[src/rtl/ssd_pkg.sv]
// Shared definitions for the 7-segment scan decoder: glyph codes, the blank
// pattern and the frame-collection state encoding.
package ssd_pkg;

    // Active-low segment codes, bit6..bit0 = g,f,e,d,c,b,a
    localparam logic [6:0] GLYPH_0 = 7'b1000000;
    localparam logic [6:0] GLYPH_1 = 7'b1111001;
    localparam logic [6:0] GLYPH_2 = 7'b0100100;
    localparam logic [6:0] GLYPH_3 = 7'b0110000;
    localparam logic [6:0] GLYPH_4 = 7'b0011001;
    localparam logic [6:0] GLYPH_5 = 7'b0010010;
    localparam logic [6:0] GLYPH_6 = 7'b0000010;
    localparam logic [6:0] GLYPH_7 = 7'b1111000;
    localparam logic [6:0] GLYPH_8 = 7'b0000000;
    localparam logic [6:0] GLYPH_9 = 7'b0010000;
    localparam logic [6:0] GLYPH_A = 7'b0001000;
    localparam logic [6:0] GLYPH_B = 7'b0000011;
    localparam logic [6:0] GLYPH_C = 7'b1000110;
    localparam logic [6:0] GLYPH_D = 7'b0100001;
    localparam logic [6:0] GLYPH_E = 7'b0000110;
    localparam logic [6:0] GLYPH_F = 7'b0001110;

    // All segments off, and all anodes off
    localparam logic [6:0] BLANK_SEG   = 7'h7F;
    localparam logic [3:0] ANODE_BLANK = 4'hF;

    typedef enum logic {
        IDLE    = 1'b0,
        COLLECT = 1'b1
    } scan_state_t;

    // Map a single active (high after inversion) anode bit to its digit index
    function automatic logic [1:0] anode_to_idx(input logic [3:0] an_low);
        logic [1:0] idx;
        idx = 2'd0;
        for (int i = 0; i < 4; i++) begin
            if (an_low[i]) begin
                idx = 2'(i);
            end
        end
        return idx;
    endfunction

endpackage

[src/rtl/ssd_scan_decoder_if.sv]
// Bundle of the scanned display lines and the decoder's result outputs.
// The master side drives the display lines and observes the results; the
// slave side is the decoder itself.
interface ssd_scan_decoder_if;

    logic [3:0]  Anode;
    logic [6:0]  ssd_out;
    logic        digit_strobe;
    logic [1:0]  digit_idx;
    logic [3:0]  digit_val;
    logic [3:0]  digit_seen;
    logic        frame_valid;
    logic [15:0] frame_value;
    logic        seg_err;
    logic        anode_err;
    logic        timeout;

    modport master (
        output Anode, ssd_out,
        input  digit_strobe, digit_idx, digit_val, digit_seen,
               frame_valid, frame_value, seg_err, anode_err, timeout
    );

    modport slave (
        input  Anode, ssd_out,
        output digit_strobe, digit_idx, digit_val, digit_seen,
               frame_valid, frame_value, seg_err, anode_err, timeout
    );

endinterface

[src/rtl/ssd_scan_decoder_seg7_to_hex.sv]
// Combinational reverse lookup from an active-low segment pattern to the hex
// nibble it displays; valid drops for any pattern that is not a hex glyph.
module seg7_to_hex
    import ssd_pkg::*;
(
    input  logic [6:0] seg,
    output logic [3:0] value,
    output logic       valid
);

    // Glyph table lookup, unknown patterns flagged invalid
    always_comb begin
        value = 4'h0;
        valid = 1'b1;
        case (seg)
            GLYPH_0: value = 4'h0;
            GLYPH_1: value = 4'h1;
            GLYPH_2: value = 4'h2;
            GLYPH_3: value = 4'h3;
            GLYPH_4: value = 4'h4;
            GLYPH_5: value = 4'h5;
            GLYPH_6: value = 4'h6;
            GLYPH_7: value = 4'h7;
            GLYPH_8: value = 4'h8;
            GLYPH_9: value = 4'h9;
            GLYPH_A: value = 4'hA;
            GLYPH_B: value = 4'hB;
            GLYPH_C: value = 4'hC;
            GLYPH_D: value = 4'hD;
            GLYPH_E: value = 4'hE;
            GLYPH_F: value = 4'hF;
            default: valid = 1'b0;
        endcase
    end

endmodule

[src/rtl/ssd_scan_decoder.sv]
// Display-scan monitor: samples the multiplexed anode/segment lines, waits for
// each digit to dwell stably, decodes it and assembles the 4-digit value.
module ssd_scan_decoder
    import ssd_pkg::*;
#(
    parameter int SETTLE_CYCLES  = 4,
    parameter int TIMEOUT_CYCLES = 1048576
)
(
    input  logic clk,
    input  logic rst,
    ssd_scan_decoder_if.slave bus
);

    localparam int CNT_W = $clog2(TIMEOUT_CYCLES + 1);
    localparam logic [CNT_W-1:0] SETTLE_MAX   = CNT_W'(SETTLE_CYCLES);
    localparam logic [CNT_W-1:0] SETTLE_LAST  = CNT_W'(SETTLE_CYCLES - 1);
    localparam logic [CNT_W-1:0] TIMEOUT_LAST = CNT_W'(TIMEOUT_CYCLES - 1);

    logic [10:0]      smp;
    logic [10:0]      prev;
    logic [CNT_W-1:0] settle_cnt;
    logic [CNT_W-1:0] timeout_cnt;

    scan_state_t state_q;
    scan_state_t state_d;

    logic [3:0]  an_low;
    logic        an_one;
    logic        an_blank;
    logic [1:0]  cap_idx;
    logic [3:0]  glyph_val;
    logic        glyph_ok;
    logic        capture;
    logic        valid_cap;
    logic        bad_cap;
    logic        an_err_evt;
    logic        frame_done;
    logic        timeout_evt;

    logic        strobe_q;
    logic [1:0]  idx_q;
    logic [3:0]  val_q;
    logic [3:0]  seen_q;
    logic        frame_valid_q;
    logic [15:0] frame_value_q;
    logic        seg_err_q;
    logic        anode_err_q;
    logic        timeout_q;
    logic [3:0]  slot [4];

    // Register the raw display lines and keep the previous sample for comparison
    always_ff @(posedge clk) begin
        if (rst) begin
            smp  <= {ANODE_BLANK, BLANK_SEG};
            prev <= {ANODE_BLANK, BLANK_SEG};
        end else begin
            smp  <= {bus.Anode, bus.ssd_out};
            prev <= smp;
        end
    end

    // Count consecutive identical samples, saturating so a dwell captures once
    always_ff @(posedge clk) begin
        if (rst) begin
            settle_cnt <= '0;
        end else if (smp == prev) begin
            if (settle_cnt != SETTLE_MAX) begin
                settle_cnt <= settle_cnt + 1'b1;
            end
        end else begin
            settle_cnt <= '0;
        end
    end

    assign an_low   = ~smp[10:7];
    assign an_one   = $onehot(an_low);
    assign an_blank = (an_low == 4'h0);
    assign cap_idx  = anode_to_idx(an_low);

    seg7_to_hex u_seg7_to_hex (
        .seg   (smp[6:0]),
        .value (glyph_val),
        .valid (glyph_ok)
    );

    // The capture fires on the edge where the settle counter reaches its limit
    assign capture    = (smp == prev) && (settle_cnt == SETTLE_LAST);
    assign valid_cap  = capture && an_one && glyph_ok;
    assign bad_cap    = capture && an_one && !glyph_ok;
    assign an_err_evt = capture && !an_one && !an_blank;

    // Frame state: completion has priority, a capture beats a pending timeout
    always_comb begin
        state_d     = state_q;
        frame_done  = 1'b0;
        timeout_evt = 1'b0;
        case (state_q)
            IDLE: begin
                if (valid_cap) begin
                    state_d = COLLECT;
                end
            end
            COLLECT: begin
                if (seen_q == 4'hF) begin
                    frame_done = 1'b1;
                    state_d    = IDLE;
                end else if (!valid_cap && (timeout_cnt == TIMEOUT_LAST)) begin
                    timeout_evt = 1'b1;
                    state_d     = IDLE;
                end
            end
            default: state_d = IDLE;
        endcase
    end

    // Frame state register
    always_ff @(posedge clk) begin
        if (rst) begin
            state_q <= IDLE;
        end else begin
            state_q <= state_d;
        end
    end

    // Cycles spent collecting since the last good digit
    always_ff @(posedge clk) begin
        if (rst) begin
            timeout_cnt <= '0;
        end else if ((state_q != COLLECT) || valid_cap || frame_done || timeout_evt) begin
            timeout_cnt <= '0;
        end else begin
            timeout_cnt <= timeout_cnt + 1'b1;
        end
    end

    // Digit slots, seen mask, result registers and single-cycle event pulses
    always_ff @(posedge clk) begin
        if (rst) begin
            strobe_q      <= 1'b0;
            idx_q         <= 2'd0;
            val_q         <= 4'h0;
            seen_q        <= 4'h0;
            frame_valid_q <= 1'b0;
            frame_value_q <= 16'h0;
            seg_err_q     <= 1'b0;
            anode_err_q   <= 1'b0;
            timeout_q     <= 1'b0;
            for (int i = 0; i < 4; i++) begin
                slot[i] <= 4'h0;
            end
        end else begin
            strobe_q      <= 1'b0;
            frame_valid_q <= 1'b0;
            seg_err_q     <= 1'b0;
            anode_err_q   <= 1'b0;
            timeout_q     <= 1'b0;
            if (valid_cap) begin
                strobe_q        <= 1'b1;
                idx_q           <= cap_idx;
                val_q           <= glyph_val;
                slot[cap_idx]   <= glyph_val;
                seen_q[cap_idx] <= 1'b1;
            end
            if (bad_cap) begin
                seg_err_q       <= 1'b1;
                seen_q[cap_idx] <= 1'b0;
            end
            if (an_err_evt) begin
                anode_err_q <= 1'b1;
            end
            if (frame_done) begin
                frame_valid_q <= 1'b1;
                frame_value_q <= {slot[3], slot[2], slot[1], slot[0]};
                seen_q        <= 4'h0;
            end
            if (timeout_evt) begin
                timeout_q <= 1'b1;
                seen_q    <= 4'h0;
            end
        end
    end

    assign bus.digit_strobe = strobe_q;
    assign bus.digit_idx    = idx_q;
    assign bus.digit_val    = val_q;
    assign bus.digit_seen   = seen_q;
    assign bus.frame_valid  = frame_valid_q;
    assign bus.frame_value  = frame_value_q;
    assign bus.seg_err      = seg_err_q;
    assign bus.anode_err    = anode_err_q;
    assign bus.timeout      = timeout_q;

endmodule
[src/flat_wrapper.sv]
// flat-port wrapper written by rule: the top's interface ports become plain ports
module ssd_scan_decoder_flat import ssd_pkg::*;
#(
    parameter int SETTLE_CYCLES  = 4,
    parameter int TIMEOUT_CYCLES = 1048576
)
  (clk, rst, bus_Anode, bus_ssd_out, bus_digit_strobe, bus_digit_idx, bus_digit_val, bus_digit_seen, bus_frame_valid, bus_frame_value, bus_seg_err, bus_anode_err, bus_timeout);
  ssd_scan_decoder_if bus_i ();
  input  logic clk;
  input  logic rst;
  input wire logic [$bits(bus_i.Anode)-1:0] bus_Anode;
  input wire logic [$bits(bus_i.ssd_out)-1:0] bus_ssd_out;
  output wire logic [$bits(bus_i.digit_strobe)-1:0] bus_digit_strobe;
  output wire logic [$bits(bus_i.digit_idx)-1:0] bus_digit_idx;
  output wire logic [$bits(bus_i.digit_val)-1:0] bus_digit_val;
  output wire logic [$bits(bus_i.digit_seen)-1:0] bus_digit_seen;
  output wire logic [$bits(bus_i.frame_valid)-1:0] bus_frame_valid;
  output wire logic [$bits(bus_i.frame_value)-1:0] bus_frame_value;
  output wire logic [$bits(bus_i.seg_err)-1:0] bus_seg_err;
  output wire logic [$bits(bus_i.anode_err)-1:0] bus_anode_err;
  output wire logic [$bits(bus_i.timeout)-1:0] bus_timeout;
  assign bus_i.Anode = bus_Anode;
  assign bus_i.ssd_out = bus_ssd_out;
  assign bus_digit_strobe = bus_i.digit_strobe;
  assign bus_digit_idx = bus_i.digit_idx;
  assign bus_digit_val = bus_i.digit_val;
  assign bus_digit_seen = bus_i.digit_seen;
  assign bus_frame_valid = bus_i.frame_valid;
  assign bus_frame_value = bus_i.frame_value;
  assign bus_seg_err = bus_i.seg_err;
  assign bus_anode_err = bus_i.anode_err;
  assign bus_timeout = bus_i.timeout;
  ssd_scan_decoder #(.SETTLE_CYCLES(SETTLE_CYCLES), .TIMEOUT_CYCLES(TIMEOUT_CYCLES)) u_core (.clk(clk), .rst(rst), .bus(bus_i));
endmodule
[config.mk]
export PLATFORM = sky130hd
export DESIGN_NAME = ssd_scan_decoder_flat
export DESIGN_NICKNAME = d
export VERILOG_FILES = /design/src/rtl/ssd_pkg.sv /design/src/rtl/ssd_scan_decoder_if.sv /design/src/rtl/ssd_scan_decoder_seg7_to_hex.sv /design/src/rtl/ssd_scan_decoder.sv /design/src/flat_wrapper.sv
export SDC_FILE = /design/constraint.sdc
export NUM_CORES = 1
export LEC_CHECK = 0
export ABC_AREA = 1
export BUFFER_PORTS_ARGS = -buffer_cell sky130_fd_sc_hd__buf_2
export CAP_MARGIN = 30
export CELL_PAD_IN_SITES_DETAIL_PLACEMENT = 0
export CELL_PAD_IN_SITES_GLOBAL_PLACEMENT = 1
export CORE_MARGIN = 10
export CORE_UTILIZATION = 30
export CTS_CLUSTER_SIZE = 30
export DETAILED_ROUTE_END_ITERATION = 12
export PLACE_DENSITY_LB_ADDON = 0.1
export SYNTH_ARGS = -nofsm -noshare
export SYNTH_HDL_FRONTEND = slang
export SYNTH_HIERARCHICAL = 1
export SYNTH_SLANG_ARGS = --single-unit
[constraint.sdc]
create_clock -name clk -period 2.3 [get_ports clk]
set_input_delay 0.575 -clock clk [delete_from_list [all_inputs] [get_ports clk]]
set_output_delay 0.575 -clock clk [all_outputs]
set_load 0.02 [all_outputs]
==> load_flow_metrics.sql, run 1 <==
INSERT INTO impl_metrics (metric_group, metric, value, unit) VALUES
('status', 'outcome', 'complete, but fails checks', ''),
('status', 'violations', 'negative setup slack', ''),
('die', 'design.portCount', '44', ''),
('global_route', 'maximum_number_of_pins_on_one_net_before_global_route_repair', '23', ''),
('synthesis', 'synth_cell_types', '39', ''),
('timing', 'slew_violations', '0', ''),
('setup_path', 'worst_setup_path_start_kind', 'flop', ''),
('drt', 'remaining_drc_errors', '0', ''),
('global_route', 'first_global_vias', '3917', ''),
('placed_design', 'count_of_input_and_output_buffers', '43', ''),
('flow_run', 'cap_violations', '0', ''),
('timing', 'part_of_the_cycle_the_worst_path_needs', '101', '%'),
('setup_path', 'endpoint_kind', 'flop', ''),
('synthesis', 'synthesis.area_per_instance', '8.09', 'sq um'),
('timing', 'timing_hold_violations_final', '0', ''),
('die', 'design.core.area', '16500', 'sq um'),
('finish', 'drive_above_1_share', '25.1', '%'),
('global_route', 'groute.usage.overall', '10.6', '%'),
('global_route', 'first_pass_grt_wire_length', '19.1', 'mm'),
('synthesis', 'synth_fp_nets', '644', ''),
('clock_tree', 'number_of_buffers_added_to_fix_hold_violations_after_cts', '0', ''),
('finish', 'layout.area.seq', '2400', 'sq um'),
('power', 'internal_power', '0.00286', 'W'),
('setup_path', 'critical_path_class', 'flop to flop', ''),
('drt', 'initialDrtViolationCount', '129', ''),
('die', 'floorplan.die.height', '150', 'um'),
('timing', 'final_min_period', '2.32', 'ns'),
('clock_tree', 'clkTransAtPathRegs', '0.08', 'ns'),
('setup_path', 'reg2regPathDepth', '13', ''),
('finish', 'multiInputGateArea', '2460', 'sq um'),
('clock_tree', 'cts_inserted_buffers', '9', ''),
('clock_tree', 'clkLatencyLatePin', '0.36', 'ns'),
('die', 'initial_core_util', '30.5', '%'),
('power', 'swShare', '25.1', '%'),
('finish', 'area_growth', '23.5', '%'),
('power', 'cellLeakagePower', '2.60', 'nW'),
('finish', 'antennaDiodeCount', '0', ''),
('drt', 'drt-total-wl', '11.4', 'mm'),
('clock_tree', 'h-tree-depth', '3', ''),
('power', 'sequential_cell_fraction_of_total_power', '53.3', '%'),
('placed_design', 'post-dp-hpwl', '8.53', 'mm'),
('synthesis', 'netlist_area', '5050', 'sq um'),
('clock_tree', 'cts_tree', 'done', ''),
('clock_tree', 'clock_tree.root_cell', 'clkbuf_16', ''),
('min_path', 'hold_class', 'input port to flop', ''),
('drt', 'route.detailed.wl_per_inst', '12.4', 'um'),
('synthesis', 'synthesis.yosys.warnings', '6', ''),
('timing', 'fin_tns_setup', '-0.204', 'ns'),
('clock_tree', 'cts_sinks', '112', ''),
('power', 'power_density', '612', 'nW/um^2'),
('die', 'dieWidth', '150', 'um'),
('setup_path', 'timing.critical_path.required', '2.55', 'ns'),
('synthesis', 'synthesized_instance_count', '624', ''),
('drt', 'vias_per_cell', '4.33', ''),
('global_route', 'antenna_violations_before_repair', '0', ''),
('drt', 'final_antenna_net_count', '0', ''),
('synthesis', 'yosysSeqAreaShare', '47.6', '%'),
('setup_path', 'crit_fanout', '11', ''),
('finish', 'mostFrequentLayoutCell', 'nand2_1', ''),
('finish', 'filler_cell_count', '1733', ''),
('timing', 'setup_viol_count_final', '11', ''),
('drt', 'dr.pass1.iters', '4', ''),
('die', 'rows', '47', ''),
('power', 'p_comb_share', '4.6', '%'),
('timing', 'setup_repair_after_global_routing_missed_its_margin', 'true', ''),
('power', 'switchingPower', '0.000955', 'W'),
('global_route', 'overflow_left_after_global_routing', '0', ''),
('timing', 'max_clock_freq', '0.430', 'GHz'),
('clock_tree', 'clockBufferDepth', '2', ''),
('placed_design', 'pre_cts_ws', '-0.160', 'ns'),
('synthesis', 'number_of_register_bits_inferred_by_synthesis', '112', ''),
('timing', 'timing_worst_slew_pin_value', '0.417', 'ns'),
('die', 'floorplan.die_area', '22400', 'sq um'),
('power', 'fin_total_pwr', '0.00381', 'W'),
('timing', 'least_setup_slack_across_all_paths_after_layout', '-0.0244', 'ns'),
('power', 'clockPowerShare', '42.1', '%'),
('power', 'irDropWorstVdd', '0.372', 'mV'),
('finish', 'num-nets-final', '715', ''),
('setup_path', 'cp_data_arrival_time', '2.58', 'ns'),
('timing', 'fin_worst_skew', '0.0100', 'ns'),
('drt', 'routed-via-count', '3984', ''),
('min_path', 'hold-path-cell-count', '2', ''),
('finish', 'layout.cells.most_common_list', '129 x nand2_1, 94 x dfxtp_1, 80 x nor2_1', ''),
('placed_design', 'gp_congestion', '0.785', ''),
('timing', 'timing.slew.headroom', '72.1', '%');
-- cell usage after synthesis, drive strengths merged --
master,n,area (sq um)
and2,1,6.26
buf,7,52.5
nor2,106,468
nand2b,1,6.26
a211oi,1,7.51
nand2,147,602
dfxtp,96,1920
nand3,36,210
a22o,16,140
nand4,20,146
clkbuf,4,15.0
fa,1,20.0
ha,6,75.1
or2,18,115
o21a,2,15.0
inv,75,287
nor3,13,70.1
nor4,3,18.8
o21ai,7,35.0
o31ai,1,7.51
a21oi,17,85.1
xnor2,11,96.3
edfxtp,16,480
a21boi,1,7.51
xor2,18,158
-- routing by layer --
metal / global-route usage (%) / part of all wire, %
met1: 13.1 / 49
met2: 17.5 / 46
met3: 2.93 / 3.6
met4: 3.21 / 1.3
met5: 0 / 0
-- flip-flops by register name (all words and copies together) (netlist names) --
signal                   count
u_core/bus.anode_err         1
u_core/bus.digit_idx         2
u_core/bus.digit_seen        4
u_core/bus.digit_strobe      1
u_core/bus.digit_val         4
u_core/bus.frame_valid       1
u_core/bus.frame_value      16
u_core/bus.seg_err           1
u_core/bus.timeout           1
u_core/prev                 11
u_core/settle_cnt           21
u_core/slot                 16
u_core/smp                  11
u_core/state_q               1
u_core/timeout_cnt          21
-- final cells by class --
cell class / count / area share (%)
clock buffers: 9 / 3.61
clock inverters: 7 / 1.37
inverters: 75 / 4.72
multi-input cells: 426 / 39.5
flip-flops and latches: 112 / 38.6
well taps: 220 / 4.42
repair buffers: 71 / 7.79
-- repair_timing --
action	4_1_cts	5_1_grt
pin swaps	10	11
resized for setup	13	39
gates cloned	1	0
setup endpoints to repair	65	64
buffers inserted	5	3
-- worst paths after layout --
kind | from | end | slack, ns
setup / recovery | u_core/smp[8] | u_core/timeout_cnt[3] | -0.02
hold / removal | bus_ssd_out[4] | u_core/smp[4] | 0.40
setup reg to reg | u_core/smp[8] | u_core/timeout_cnt[3] | -0.02
hold reg to reg | u_core/bus.digit_val[2] | u_core/bus.digit_val[2] | 0.47
-- power groups by stage --
stage | registers (W) | logic (W) | clock network, W
final | 0.00203 | 0.000175 | 0.00160
after global routing | 0.00204 | 0.000197 | 0.00175
after CTS | 0.00203 | 0.000166 | 0.00168
after detailed placement | 0.00208 | 0.000150 | 0
after global placement | 0.00208 | 0.000149 | 0
after floorplan | 0.00207 | 0.000102 | 0
-- stage by stage --
stage / utilization (%) / hold WS [ns] / cells / cell area [sq um]
after global placement: 34.1 / 0.452 / 894 / 5630
after floorplan: - / 0.443 / 624 / 5060
after detailed placement: 34.1 / 0.451 / 895 / 5630
after global routing: 37.7 / 0.380 / 920 / 6230
final: 37.7 / 0.396 / 920 / 6230
after CTS: 36.7 / 0.374 / 917 / 6070
-- worst max-delay path: stages, from the launching register on --
cell and delay (ns):
dfxtp_2 0.33, fa_1 0.53, inv_1 0.05, ha_2 0.18, ha_4 0.22, nor2_4 0.07, nand2_2 0.07, nor2_4 0.13
buf_4 0.14, nand3_4 0.09, nand4_4 0.12, buf_4 0.13, buf_12 0.12, nor2_1 0.04
-- logic make-up (layout without fill, tap and decap cells) --
logic type / Yosys count / count (layout) / share of synthesized area, %
AOI/OAI and AO/OA: 45 / 45 / 5.90
and+or+nand+nor: 345 / 345 / 32.6
DFF: 112 / 112 / 47.6
xor gates and xnor gates: 29 / 29 / 5.03
adders and majority gates: 7 / 7 / 1.88
buffers and inverters: 86 / 162 / 7.02
Power figures use the tool's default switching activity.
==> run 2: changes to the inputs <==
CORE_ASPECT_RATIO = 1.5   (was unset)
SETUP_SLACK_MARGIN = 0.2   (was unset)
SLEW_MARGIN = 30   (was unset)
==> load_flow_metrics.sql, run 2 (synthesis results as in run 1) <==
INSERT INTO impl_metrics (metric_group, metric, value, unit) VALUES
('status', 'outcome', 'complete, but fails checks', ''),
('status', 'violations', 'negative setup slack', ''),
('setup_path', 'worst_setup_path_start_kind', 'flop', ''),
('timing', 'least_setup_slack_across_all_paths_after_layout', '-0.0405', 'ns'),
('timing', 'max_clock_freq', '0.427', 'GHz'),
('clock_tree', 'clkLatencyLatePin', '0.36', 'ns'),
('timing', 'part_of_the_cycle_the_worst_path_needs', '102', '%'),
('flow_run', 'cap_violations', '0', ''),
('placed_design', 'post-dp-hpwl', '8.73', 'mm'),
('finish', 'num-nets-final', '707', ''),
('finish', 'instances_no_fill', '902', ''),
('global_route', 'groute.usage.overall', '10.7', '%'),
('timing', 'timing_worst_slew_pin_value', '0.671', 'ns'),
('timing', 'timing.slew.headroom', '55.2', '%'),
('die', 'dieWidth', '126', 'um'),
('setup_path', 'timing.critical_path.required', '2.38', 'ns'),
('global_route', 'antenna_violations_before_repair', '0', ''),
('setup_path', 'cp.buffers_inverters', '2', ''),
('finish', 'antennaDiodeCount', '0', ''),
('global_route', 'first_pass_grt_wire_length', '20.0', 'mm'),
('finish', 'area_growth', '20.1', '%'),
('drt', 'dr.pass1.iters', '4', ''),
('timing', 'final_min_period', '2.34', 'ns'),
('timing', 'setup_repair_after_global_routing_missed_its_margin', 'true', ''),
('placed_design', 'dpl-instance-area', '5610', 'sq um'),
('setup_path', 'crit_fanout', '5', ''),
('power', 'irDropWorstVdd', '0.276', 'mV'),
('finish', 'layout.cells.most_common_list', '132 x nand2_1, 95 x dfxtp_1, 81 x nor2_1', ''),
('setup_path', 'r2r_start', 'u_core/smp[7]', ''),
('die', 'rows', '58', ''),
('setup_path', 'cp_data_arrival_time', '2.42', 'ns'),
('die', 'floorplan.die_area', '22500', 'sq um'),
('clock_tree', 'clkTransAtPathRegs', '0.09', 'ns'),
('setup_path', 'crit_chain', 'fa_1 > inv_1 > ha_2 > ha_4 > nor2_1 > nand2_1 > nor2_4 > buf_4 > nand4_1 > nand2_2', ''),
('power', 'cellLeakagePower', '2.60', 'nW'),
('clock_tree', 'h-tree-depth', '3', ''),
('min_path', 'timing.hold.worst.start', 'bus_ssd_out[1]', ''),
('die', 'design.core.area', '16600', 'sq um'),
('clock_tree', 'cts_sinks', '112', ''),
('die', 'floorplan.die.height', '179', 'um'),
('clock_tree', 'cts_tree', 'done', ''),
('setup_path', 'crit_family', 'adder cells', ''),
('finish', 'layout.area.seq', '2400', 'sq um'),
('finish', 'final_util', '36.5', '%'),
('drt', 'initialDrtViolationCount', '105', ''),
('global_route', 'maximum_number_of_pins_on_one_net_before_global_route_repair', '23', ''),
('placed_design', 'gp_congestion', '0.735', ''),
('die', 'design.portCount', '44', ''),
('power', 'power_density', '625', 'nW/um^2'),
('setup_path', 'critical_path_class', 'flop to flop', ''),
('drt', 'remaining_drc_errors', '0', ''),
('clock_tree', 'clock_tree.root_cell', 'clkbuf_16', ''),
('clock_tree', 'clockBufferDepth', '2', ''),
('drt', 'final_antenna_net_count', '0', ''),
('drt', 'vias_per_cell', '4.44', ''),
('timing', 'slew_violations', '0', ''),
('finish', 'mostFrequentLayoutCell', 'nand2_1', ''),
('setup_path', 'setup.worst_path.start', 'u_core/smp[7]', ''),
('global_route', 'overflow_left_after_global_routing', '0', ''),
('drt', 'routed-via-count', '4003', ''),
('setup_path', 'worst_path_max_delay_cell', 'fa_1', ''),
('setup_path', 'endpoint_kind', 'flop', ''),
('timing', 'timing_hold_violations_final', '0', ''),
('setup_path', 'timing.reg2reg.setup_slack', '-0.04', 'ns'),
('drt', 'route.detailed.wl_per_inst', '12.6', 'um'),
('finish', 'multiInputGateArea', '2390', 'sq um'),
('clock_tree', 'cts_inserted_buffers', '9', ''),
('clock_tree', 'number_of_buffers_added_to_fix_hold_violations_after_cts', '0', ''),
('die', 'initial_core_util', '30.4', '%'),
('placed_design', 'count_of_input_and_output_buffers', '43', ''),
('finish', 'drive_above_1_share', '23.6', '%'),
('finish', 'largestRegisters', 'u_core/settle_cnt x21, u_core/timeout_cnt x21', ''),
('timing', 'setup_viol_count_final', '38', ''),
('finish', 'filler_cell_count', '1794', ''),
('drt', 'drt-total-wl', '11.3', 'mm'),
('min_path', 'hold_class', 'input port to flop', ''),
('finish', 'final_area', '6060', 'sq um'),
('setup_path', 'cpPeakStageDelay', '0.53', 'ns'),
('global_route', 'first_global_vias', '4189', ''),
('timing', 'fin_worst_skew', '0.0131', 'ns'),
('placed_design', 'placed_cells', '881', '');
run 2: changes by cell type in the layout (fill, tap and decap cells not counted), moves of 2 or more:
cell / previous run / this run
nand2_4: 2 / 5
buf_4: 21 / 15
inv_2: 12 / 10
inv_1: 62 / 64
nor2_2: 10 / 17
nand2_2: 12 / 9
nand2_8: 4 / 1
nand2_1: 129 / 132
nor2_4: 16 / 8
run 2: power breakdown:
| group | switching, W | internal [W] |
|---|---|---|
| Sequential | 0.0000248 | 0.00201 |
| Combinational | 0.0000946 | 0.0000549 |
| Clock | 0.000824 | 0.000780 |
| Total | 0.000943 | 0.00284 |
run 2: metal layers:
metal	GRT usage, %	up-vias	wire, um	share of wire, %
met5	0	-	0	0
met2	19.1	44	5810	51
li1	-	2123	-	-
met4	5.33	0	239	2.1
met3	1.78	13	321	2.8
met1	11.9	1823	4950	44
run 2: layout make-up:
type | count | share of cell area [%]
multi-input cells | 426 | 39.5
clock inverters | 7 | 1.40
inverters | 75 | 4.73
repair buffers | 63 | 6.63
flip-flops and latches | 112 | 39.7
clock buffers | 9 | 3.72
well taps | 210 | 4.34
run 2: what timing repair did:
action,in CTS,in global routing
setup buffers,3,2
gates resized for setup,6,19
pin swaps,2,5
setup endpoints to repair,65,73
run 2: final timing paths:
check | end | cells after the start
max | u_core/slot[0][2] | 10
min | u_core/smp[1] | 2
min reg2reg | u_core/bus.digit_idx[1] | 2
max reg2reg | u_core/slot[0][2] | 10
run 2: stage by stage:
step	hold slack (ns)	TNS, ns	worst slack (ns)	power (W)
floorplan	0.443	0	0.116	0.00218
global placement	0.451	-0.322	-0.0248	0.00223
detailed placement	0.449	-0.597	-0.0484	0.00223
CTS	0.374	-1.43	-0.0455	0.00386
global route	0.384	-8.21	-0.166	0.00396
finish	0.392	-0.757	-0.0405	0.00379
run 2: worst register-to-register path, cell delays in order, from the launching register on:
cell and delay (ns):
dfxtp_2 0.33, fa_1 0.53, inv_1 0.04, ha_2 0.17, ha_4 0.20, nor2_1 0.08, nand2_1 0.10, nor2_4 0.19
buf_4 0.15, nand4_1 0.12, nand2_2 0.15
